<file path="src/rtl/fixed_div.sv">
// ============================================================================
// fixed_div : sequential signed fixed-point divider (restoring, 1 bit/clock)
// Revision  : 1.0 - initial release
// ============================================================================
`default_nettype none

module fixed_div #(
  parameter int WI1 = 5,
  parameter int WF1 = 14,
  parameter int WI2 = 3,
  parameter int WF2 = 14,
  parameter int WIO = 8,
  parameter int WFO = 14
) (
  input  logic                        clk,
  input  logic                        rst_n,
  input  logic                        start,
  input  logic signed [WI1+WF1-1:0]   A,
  input  logic signed [WI2+WF2-1:0]   B,
  output logic                        busy,
  output logic                        done,
  output logic signed [WIO+WFO-1:0]   quotient,
  output logic                        overflow,
  output logic                        underflow,
  output logic                        div_by_zero
);

  localparam int WA = WI1 + WF1;
  localparam int WB = WI2 + WF2;
  localparam int WO = WIO + WFO;
  localparam int SH = WFO + WF2 - WF1;
  localparam int WD = WA + SH;
  localparam int WC = ((WD > WO) ? WD : WO) + 1;
  localparam int CW = $clog2(WD + 1);

  localparam logic [WC-1:0] MAXP_MAG = (WC'(1) << (WO - 1)) - WC'(1);
  localparam logic [WC-1:0] MAXN_MAG = WC'(1) << (WO - 1);
  localparam logic [WO-1:0] MAXP_Q   = {1'b0, {(WO-1){1'b1}}};
  localparam logic [WO-1:0] MAXN_Q   = {1'b1, {(WO-1){1'b0}}};

  if (WFO + WF2 < WF1) begin : g_fmt_err
    $error("fixed_div: WFO+WF2 must be >= WF1");
  end

  typedef enum logic [1:0] {
    S_IDLE = 2'd0,
    S_DIV  = 2'd1,
    S_FIN  = 2'd2
  } state_t;

  state_t          state_q;
  logic [CW-1:0]   cnt_q;
  logic [WD-1:0]   acc_q;
  logic [WB-1:0]   rem_q;
  logic [WB-1:0]   babs_q;
  logic            neg_q;
  logic            a_neg_q;
  logic            a_nz_q;
  logic            bz_q;

  // Same-width two's-complement negation yields the correct unsigned
  // magnitude even for the most negative input.
  logic [WA-1:0]   abs_a;
  logic [WB-1:0]   abs_b;
  assign abs_a = A[WA-1] ? WA'(-A) : WA'(A);
  assign abs_b = B[WB-1] ? WB'(-B) : WB'(B);

  // acc_q holds the aligned dividend; quotient bits enter at the LSB as
  // dividend bits leave at the MSB.
  logic [WB:0]     rem_sh;
  logic            ge;
  logic [WB-1:0]   rem_d;
  logic [WD-1:0]   acc_d;
  assign rem_sh = {rem_q, acc_q[WD-1]};
  assign ge     = (rem_sh >= {1'b0, babs_q});
  assign rem_d  = ge ? WB'(rem_sh - {1'b0, babs_q}) : rem_sh[WB-1:0];
  assign acc_d  = {acc_q[WD-2:0], ge};

  logic [WC-1:0]   mag;
  logic [WO-1:0]   q_fin;
  logic            ovf_fin;
  logic            unf_fin;
  assign mag = WC'(acc_q);

  always_comb begin
    q_fin   = '0;
    ovf_fin = 1'b0;
    unf_fin = 1'b0;
    if (bz_q) begin
      if (a_nz_q) begin
        ovf_fin = 1'b1;
        q_fin   = a_neg_q ? MAXN_Q : MAXP_Q;
      end
    end else if (!neg_q && (mag > MAXP_MAG)) begin
      ovf_fin = 1'b1;
      q_fin   = MAXP_Q;
    end else if (neg_q && (mag > MAXN_MAG)) begin
      ovf_fin = 1'b1;
      q_fin   = MAXN_Q;
    end else begin
      q_fin   = neg_q ? WO'(-mag) : WO'(mag);
      unf_fin = a_nz_q && (acc_q == '0);
    end
  end

  always_ff @(posedge clk or negedge rst_n) begin
    if (!rst_n) begin
      state_q     <= S_IDLE;
      cnt_q       <= '0;
      acc_q       <= '0;
      rem_q       <= '0;
      babs_q      <= '0;
      neg_q       <= 1'b0;
      a_neg_q     <= 1'b0;
      a_nz_q      <= 1'b0;
      bz_q        <= 1'b0;
      busy        <= 1'b0;
      done        <= 1'b0;
      quotient    <= '0;
      overflow    <= 1'b0;
      underflow   <= 1'b0;
      div_by_zero <= 1'b0;
    end else begin
      done <= 1'b0;
      case (state_q)
        S_IDLE: begin
          if (start) begin
            neg_q       <= A[WA-1] ^ B[WB-1];
            a_neg_q     <= A[WA-1];
            a_nz_q      <= (A != '0);
            bz_q        <= (B == '0);
            acc_q       <= WD'(abs_a) << SH;
            babs_q      <= abs_b;
            rem_q       <= '0;
            // A zero divisor skips every iteration and only waits out the
            // single finalisation cycle.
            cnt_q       <= (B == '0) ? CW'(WD - 1) : '0;
            busy        <= 1'b1;
            quotient    <= '0;
            overflow    <= 1'b0;
            underflow   <= 1'b0;
            div_by_zero <= 1'b0;
            state_q     <= S_DIV;
          end
        end
        S_DIV: begin
          if (cnt_q == CW'(WD)) begin
            quotient    <= q_fin;
            overflow    <= ovf_fin;
            underflow   <= unf_fin;
            div_by_zero <= bz_q;
            done        <= 1'b1;
            busy        <= 1'b0;
            state_q     <= S_FIN;
          end else begin
            if (!bz_q) begin
              acc_q <= acc_d;
              rem_q <= rem_d;
            end
            cnt_q <= cnt_q + CW'(1);
          end
        end
        S_FIN: begin
          state_q <= S_IDLE;
        end
        default: begin
          state_q <= S_IDLE;
        end
      endcase
    end
  end

endmodule

`default_nettype wire

</file>
<file path="config.mk">
export PLATFORM = sky130hd
export DESIGN_NAME = fixed_div
export DESIGN_NICKNAME = d
export VERILOG_FILES = /design/src/rtl/fixed_div.sv
export SDC_FILE = /design/constraint.sdc
export NUM_CORES = 1
export LEC_CHECK = 0
export CORE_UTILIZATION = 35
export DETAILED_ROUTE_END_ITERATION = 8
export SLEW_MARGIN = 25
export SYNTH_ARGS = -nofsm -noshare
export SYNTH_HDL_FRONTEND = slang
export SYNTH_SLANG_ARGS = --single-unit
</file>
<file path="constraint.sdc">
create_clock -name clk -period 2.4 [get_ports clk]
set_input_delay 0.72 -clock clk [delete_from_list [all_inputs] [get_ports clk]]
set_output_delay 0.72 -clock clk [all_outputs]
set_load 0.01 [all_outputs]
</file>
# Yosys cells after proc, flatten, opt, wreduce, memory -nomap -nowiden
# Index checks and enable logic that the tools add are counted.
dict set report totals {
  ff_bits 106
  in_bits 39
  output_inout_bits 27
  wordCells 90
}
dict set report classes {
  addsub 5
  n_lt_le_gt_ge 3
  eq_ne 6
  n_mux 46
  bitwise 1
  n_reduce_logical 14
}
# op n
set op_table {}
lappend op_table {{22-bit two-way mux} 8}
lappend op_table {{33-bit two-way mux} 3}
lappend op_table {{17-bit two-way mux} 5}
lappend op_table {{33-bit case mux with 2 select lines} 1}
lappend op_table {{22-bit case mux with 2 select lines} 1}
lappend op_table {{17-bit case mux with 2 select lines} 1}
lappend op_table {{33-bit by 21-bit greater-than comparator with 1-bit output (second input constant)} 1}
lappend op_table {{33-bit by 22-bit greater-than comparator with 1-bit output (second input constant)} 1}
lappend op_table {{33-bit zero test} 1}
lappend op_table {{22-bit negator} 1}
lappend op_table {{19-bit two-way mux} 1}
lappend op_table {{19-bit negator} 1}
lappend op_table {{19-bit nonzero test} 1}
lappend op_table {{18-bit by 17-bit greater-or-equal comparator with 1-bit output} 1}
lappend op_table {{6-bit two-way mux} 3}
lappend op_table {{17-bit zero test} 1}
lappend op_table {{17-bit negator} 1}
lappend op_table {{17-bit subtractor} 1}
lappend op_table {{1-bit two-way mux} 15}
lappend op_table {{6-bit case mux with 2 select lines} 1}
lappend op_table {{2-bit inequality test (second input constant)} 4}
lappend op_table {{1-bit case mux with 2 select lines} 4}
lappend op_table {{6-bit by 1-bit adder with 6-bit output (second input constant)} 1}
lappend op_table {{6-bit == test (second input constant)} 1}
lappend op_table {{11 further kinds} 16}

# Depth between registers and ports, before layout
dict set report logic_depth {
  depth_word 7
  ltp_mapped 11
  depth_no_buf 10
}

# Worst setup path before layout
# Ideal clock, no wire load.
dict set report synth_path {
  path_type {register -> register}
  from {reg acc_q[32]}
  to {reg rem_q[10]}
  setup_ns 0.133
  arrival_ns 2.274
  required_ns 2.267
  setup_slack_ns -0.008
  stages_incl_launch_ff 12
  n_path_buf 1
  synth_period_minus_slack_ns 2.408
  cell_sequence {dfrtp_1 inv_1 ha_1 fa_1 nand2b_1 a21oi_1 o31ai_2 o21ai_2 a41o_1 buf_2 mux2i_1 o21ai_0}
}
dict set report synth_via {
  elab_chain_len 5
  elab_cells_between_ends 6
  classes_between {add/sub: 1; order compare: 1; mux: 4}
}
# item line_no
set synth_lines {}
lappend synth_lines {{start, declared} 53} ;# logic [WD-1:0] acc_q;
lappend synth_lines {{start signal, assigned} 132} ;# acc_q <= WD'(abs_a) << SH;
lappend synth_lines {{17-bit subtractor / 18-bit by 17-bit greater-or-equal comparator with 1-bit output (equally long branches)} {76, 75}}
lappend synth_lines {{17-bit two-way mux *} 76} ;# assign rem_d = ge ? WB'(rem_sh - {1'b0, babs_q}) : rem_sh[WB-1:0];
lappend synth_lines {{17-bit two-way mux *} 156} ;# if (!bz_q) begin
lappend synth_lines {{17-bit two-way mux *} 147} ;# if (cnt_q == CW'(WD)) begin
lappend synth_lines {{17-bit case mux with 2 select lines *} 125} ;# case (state_q)
lappend synth_lines {{end signal, assigned} 158} ;# rem_q <= rem_d;
lappend synth_lines {{end, declared} 54} ;# logic [WB-1:0] rem_q;
# Mark *: on every way between the ends. The rest lies on a longest branch, timed or not. The select of a mux whose other input is x is not followed.
# A chain may end at the register's enable or synchronous reset.

# Worst setup path in the final report
dict set report layout_path {
  from {reg babs_q[0]}
  to {reg rem_q[1]}
}
dict set report layout_via {
  elab_chain_len 5
  elab_cells_between_ends 6
  classes_between {add/sub: 1; order compare: 1; mux: 4}
}
# item line_no
set layout_lines {}
lappend layout_lines {{start, declared} 55} ;# logic [WB-1:0] babs_q;
lappend layout_lines {{start signal, assigned} 133} ;# babs_q <= abs_b;
lappend layout_lines {{17-bit subtractor / 18-bit by 17-bit greater-or-equal comparator with 1-bit output (equally long branches)} {76, 75}}
lappend layout_lines {{17-bit two-way mux *} 76}
lappend layout_lines {{17-bit two-way mux *} 156}
lappend layout_lines {{17-bit two-way mux *} 147}
lappend layout_lines {{17-bit case mux with 2 select lines *} 125}
# Marked as above.

==> metrics <==
run status finished with violations; violations in the final reports setup timing; fin cells 1075; vias in the first global route 5395; shortest period the worst path allows 2.41 ns; Total Wirelength 15700 um; boundary pin count 66; sum of net half-perimeters after detailed placement 11400 um; Most used DFF post-synth dfrtp_1; clock-pin slew on the worst setup and hold paths 0.07 ns; Place WS -0.331 ns; Max Transition Viols Final 0; leakage dissipation 3.70 nW; final setup margin -0.00972 ns; Sw Share 0.433; Worst Path Arrival 2.71 ns; Critical R2R Capture rem_q[1]$_DFFE_PN0P_; routed via count divided by cell count 5.15; portion of total power attributed to sequential cells 0.278; distinct cell type count of the synthesized netlist 70; Vias 5532; die height 140 um; reg-to-reg critical path startpoint babs_q[0]$_DFFE_PN0P_; clock latency on the worst-skew pair 0.37 ns; clock tree skew after final layout 0.00940 ns; global route total overflow 0; part of the power in combinational logic 0.599; horizontal die dimension 140 um; root buffer cell clkbuf_16; Setup Total Neg Slack -0.00972 ns; DR DRC count 0; number of hold violations in the final report 0; TritonCTS Sinks 106; global placer's final weighted congestion 0.792; total of max-cap violations 0; Antenna Nets Post-Route 0; internal power summed over all cells 7.04 mW; hold buffer count at cts 0; synthesized instance count 727; Worst Hold Slack 0.371 ns; standard cell area after detailed placement 7920 um2; combined area of all synthesized cells 6620 um2; finished layout cell area 8450 um2; synth warn 0; reg2reg path depth 10; Setup crit start kind register; share of synthesized area occupied by flip-flops and latches 0.401; share of layout cells above drive strength 1 0.171; violation count after the first detailed-routing iteration 278; slew at the pin with the worst max-slew slack 0.760 ns; peak clock frequency supported by timing 415 MHz; Worst Path Max Fanout 6; power per cell area 1470 nW/um2; number of synthesized register bits 106; end-of-flow core utilization 0.462; EDFF count, synth 0; critical path launch point babs_q[0]$_DFFE_PN0P_; Pre-antenna DRT Iters 4; number of buffers created by CTS 9; number of antenna violations at the first check in global routing 0; syn nets 790; ys async rst share 1.00; slack of the worst reg-to-reg path -0.01 ns; post-layout total power 12.4 mW; Die Outline Area 19500 um2; peak ir drop on the vdd network 0.000480 V; starting density of the core 0.362; share of the clock period used by the worst path 1.00; number of nets in the layout 904; pin count of the biggest net entering global routing 107; setup repair after global routing missed its margin yes; required time worst endpoint 2.70 ns; per-cell routed wire length 14.6 um; placeable core area 18300 um2; average instance area after synthesis 9.10 um2; Max-Slew Margin vs Limit 0.491; kind of critical path reg2reg; final number of setup-violating endpoints 1; Hold Path Class in2async; number of buffers added on ports 65; total number of placement rows 49; number of levels in the clock H-tree 3; Global Route Usage Sum 0.170; end of the critical path rem_q[1]$_DFFE_PN0P_; net switching power of the design 5.38 mW; number of diodes added for antenna fixing 0; clock tree from TritonCTS done; cell total after placement 1050; synth-to-layout area growth 27.7%; clock share of power 0.123; CTS Buffer Depth 2; wire length of the first global-routing pass 26800 um; endpoint class of the critical path register
-- cell type report --
type,instances,area [um2]
tap,229,287
sequential,106,2650
fill,1769,9820
inverter,33,124
multi-input combinational,546,3790
timing repair buffer,145,1290
clock buffer,9,225
clock inverter,7,77.6
-- kinds of logic (layout without fill, tap and decap cells) --
| kind of cell | count (synthesis) | after routing | share of synthesized area |
|---|---|---|---|
| and+or+nand+nor | 237 | 237 | 0.176 |
| AOI/OAI and AO/OA | 203 | 203 | 0.216 |
| DFF | 106 | 106 | 0.401 |
| buffers and inverters | 75 | 194 | 0.0488 |
| xor gates and xnor gates | 64 | 64 | 0.0847 |
| adders and majority gates | 24 | 24 | 0.0465 |
| muxes | 18 | 18 | 0.0272 |
-- synth_stat cells (10+ instances only) --
master      n  area [um2]
inv_1      33         124
nand2b_1   10        62.6
a221o_1    20         200
clkbuf_1   23        86.3
dfrtp_1   106        2650
nand2_1   116         435
mux2i_1    18         180
xnor2_1    30         263
xor2_1     34         298
nor2_1     45         169
ha_1       23         288
nand4_1    12        75.1
o31ai_1    14         105
a21oi_1    31         155
a22o_1     13         114
o21ai_0    73         365
-- power groups by stage --
| stage | clock, mW | combinational, mW | sequential (mW) |
|---|---|---|---|
| 2_1_floorplan | 0 | 5.14 | 3.28 |
| 3_3_place_gp | 0 | 6.80 | 3.46 |
| 3_5_place_dp | 0 | 6.89 | 3.48 |
| 4_1_cts | 1.57 | 7.31 | 3.45 |
| 5_1_grt | 1.65 | 8.27 | 3.59 |
| 6_report | 1.53 | 7.44 | 3.45 |
-- placed cells by master (no fill, tap or decap), types with 4 or more instances in the layout --
| cell | n |
|---|---|
| o221ai_1 | 6 |
| buf_4 | 76 |
| ha_4 | 4 |
| nor2_1 | 43 |
| o21ai_0 | 65 |
| inv_1 | 31 |
| clkdlybuf4s50_1 | 64 |
| dfrtp_1 | 105 |
| nor3_1 | 6 |
| nand4_1 | 12 |
| mux2i_1 | 17 |
| or3_1 | 5 |
| a21o_1 | 6 |
| a221o_1 | 20 |
| clkbuf_16 | 9 |
| o31ai_1 | 12 |
| ha_1 | 18 |
| a21oi_1 | 28 |
| o21ai_1 | 11 |
| xor2_1 | 34 |
| xnor2_1 | 30 |
| nand2b_1 | 8 |
| nand2_1 | 115 |
| a22o_1 | 13 |
| nand3_1 | 5 |
| o41ai_1 | 4 |
| inv_8 | 4 |
| nor4_1 | 4 |
-- how the worst min path moves through the flow --
| stage | start | endpoint | slack [ns] |
|---|---|---|---|
| after floorplan | rst_n | a_neg_q$_DFFE_PN0P_ | 0.42 |
| after global placement | babs_q[4]$_DFFE_PN0P_ | babs_q[4]$_DFFE_PN0P_ | 0.46 |
| after detailed placement | busy$_DFFE_PN0P_ | busy$_DFFE_PN0P_ | 0.47 |
| after CTS | rst_n | acc_q[28]$_DFFE_PN0P_ | 0.45 |
| after global routing | rst_n | babs_q[8]$_DFFE_PN0P_ | 0.46 |
| final | rst_n | babs_q[8]$_DFFE_PN0P_ | 0.37 |
-- repair_timing --
action	4_1_cts	5_1_grt
cloned	1	0
setup buffers	5	3
setup endpoints to repair	17	41
pin swaps	5	6
gates resized for setup	19	18
-- per-layer routing --
layer	share of wire	vias to the layer above	track usage
met4	0.012	0	0.0538
met5	0	-	0
met1	0.50	2627	0.237
met2	0.47	59	0.269
met3	0.026	14	0.0272
li1	-	2832	-
-- worst max-delay path, cell delays in order (launching register included) --
cell	delay [ns]
dfrtp_1	0.43
ha_4	0.18
fa_2	0.33
nand2b_4	0.16
a21oi_4	0.16
o31ai_4	0.08
o21ai_2	0.16
a41o_1	0.28
buf_6	0.17
mux2i_1	0.24
a22o_1	0.16
-- flip-flops by register name, indices dropped and copies added (netlist names), 2 cells and up --
| signal | count |
|---|---|
| state_q | 2 |
| acc_q | 33 |
| babs_q | 17 |
| cnt_q | 6 |
| rem_q | 17 |
| quotient | 22 |
No activity file was read; power rests on OpenSTA's default activity.
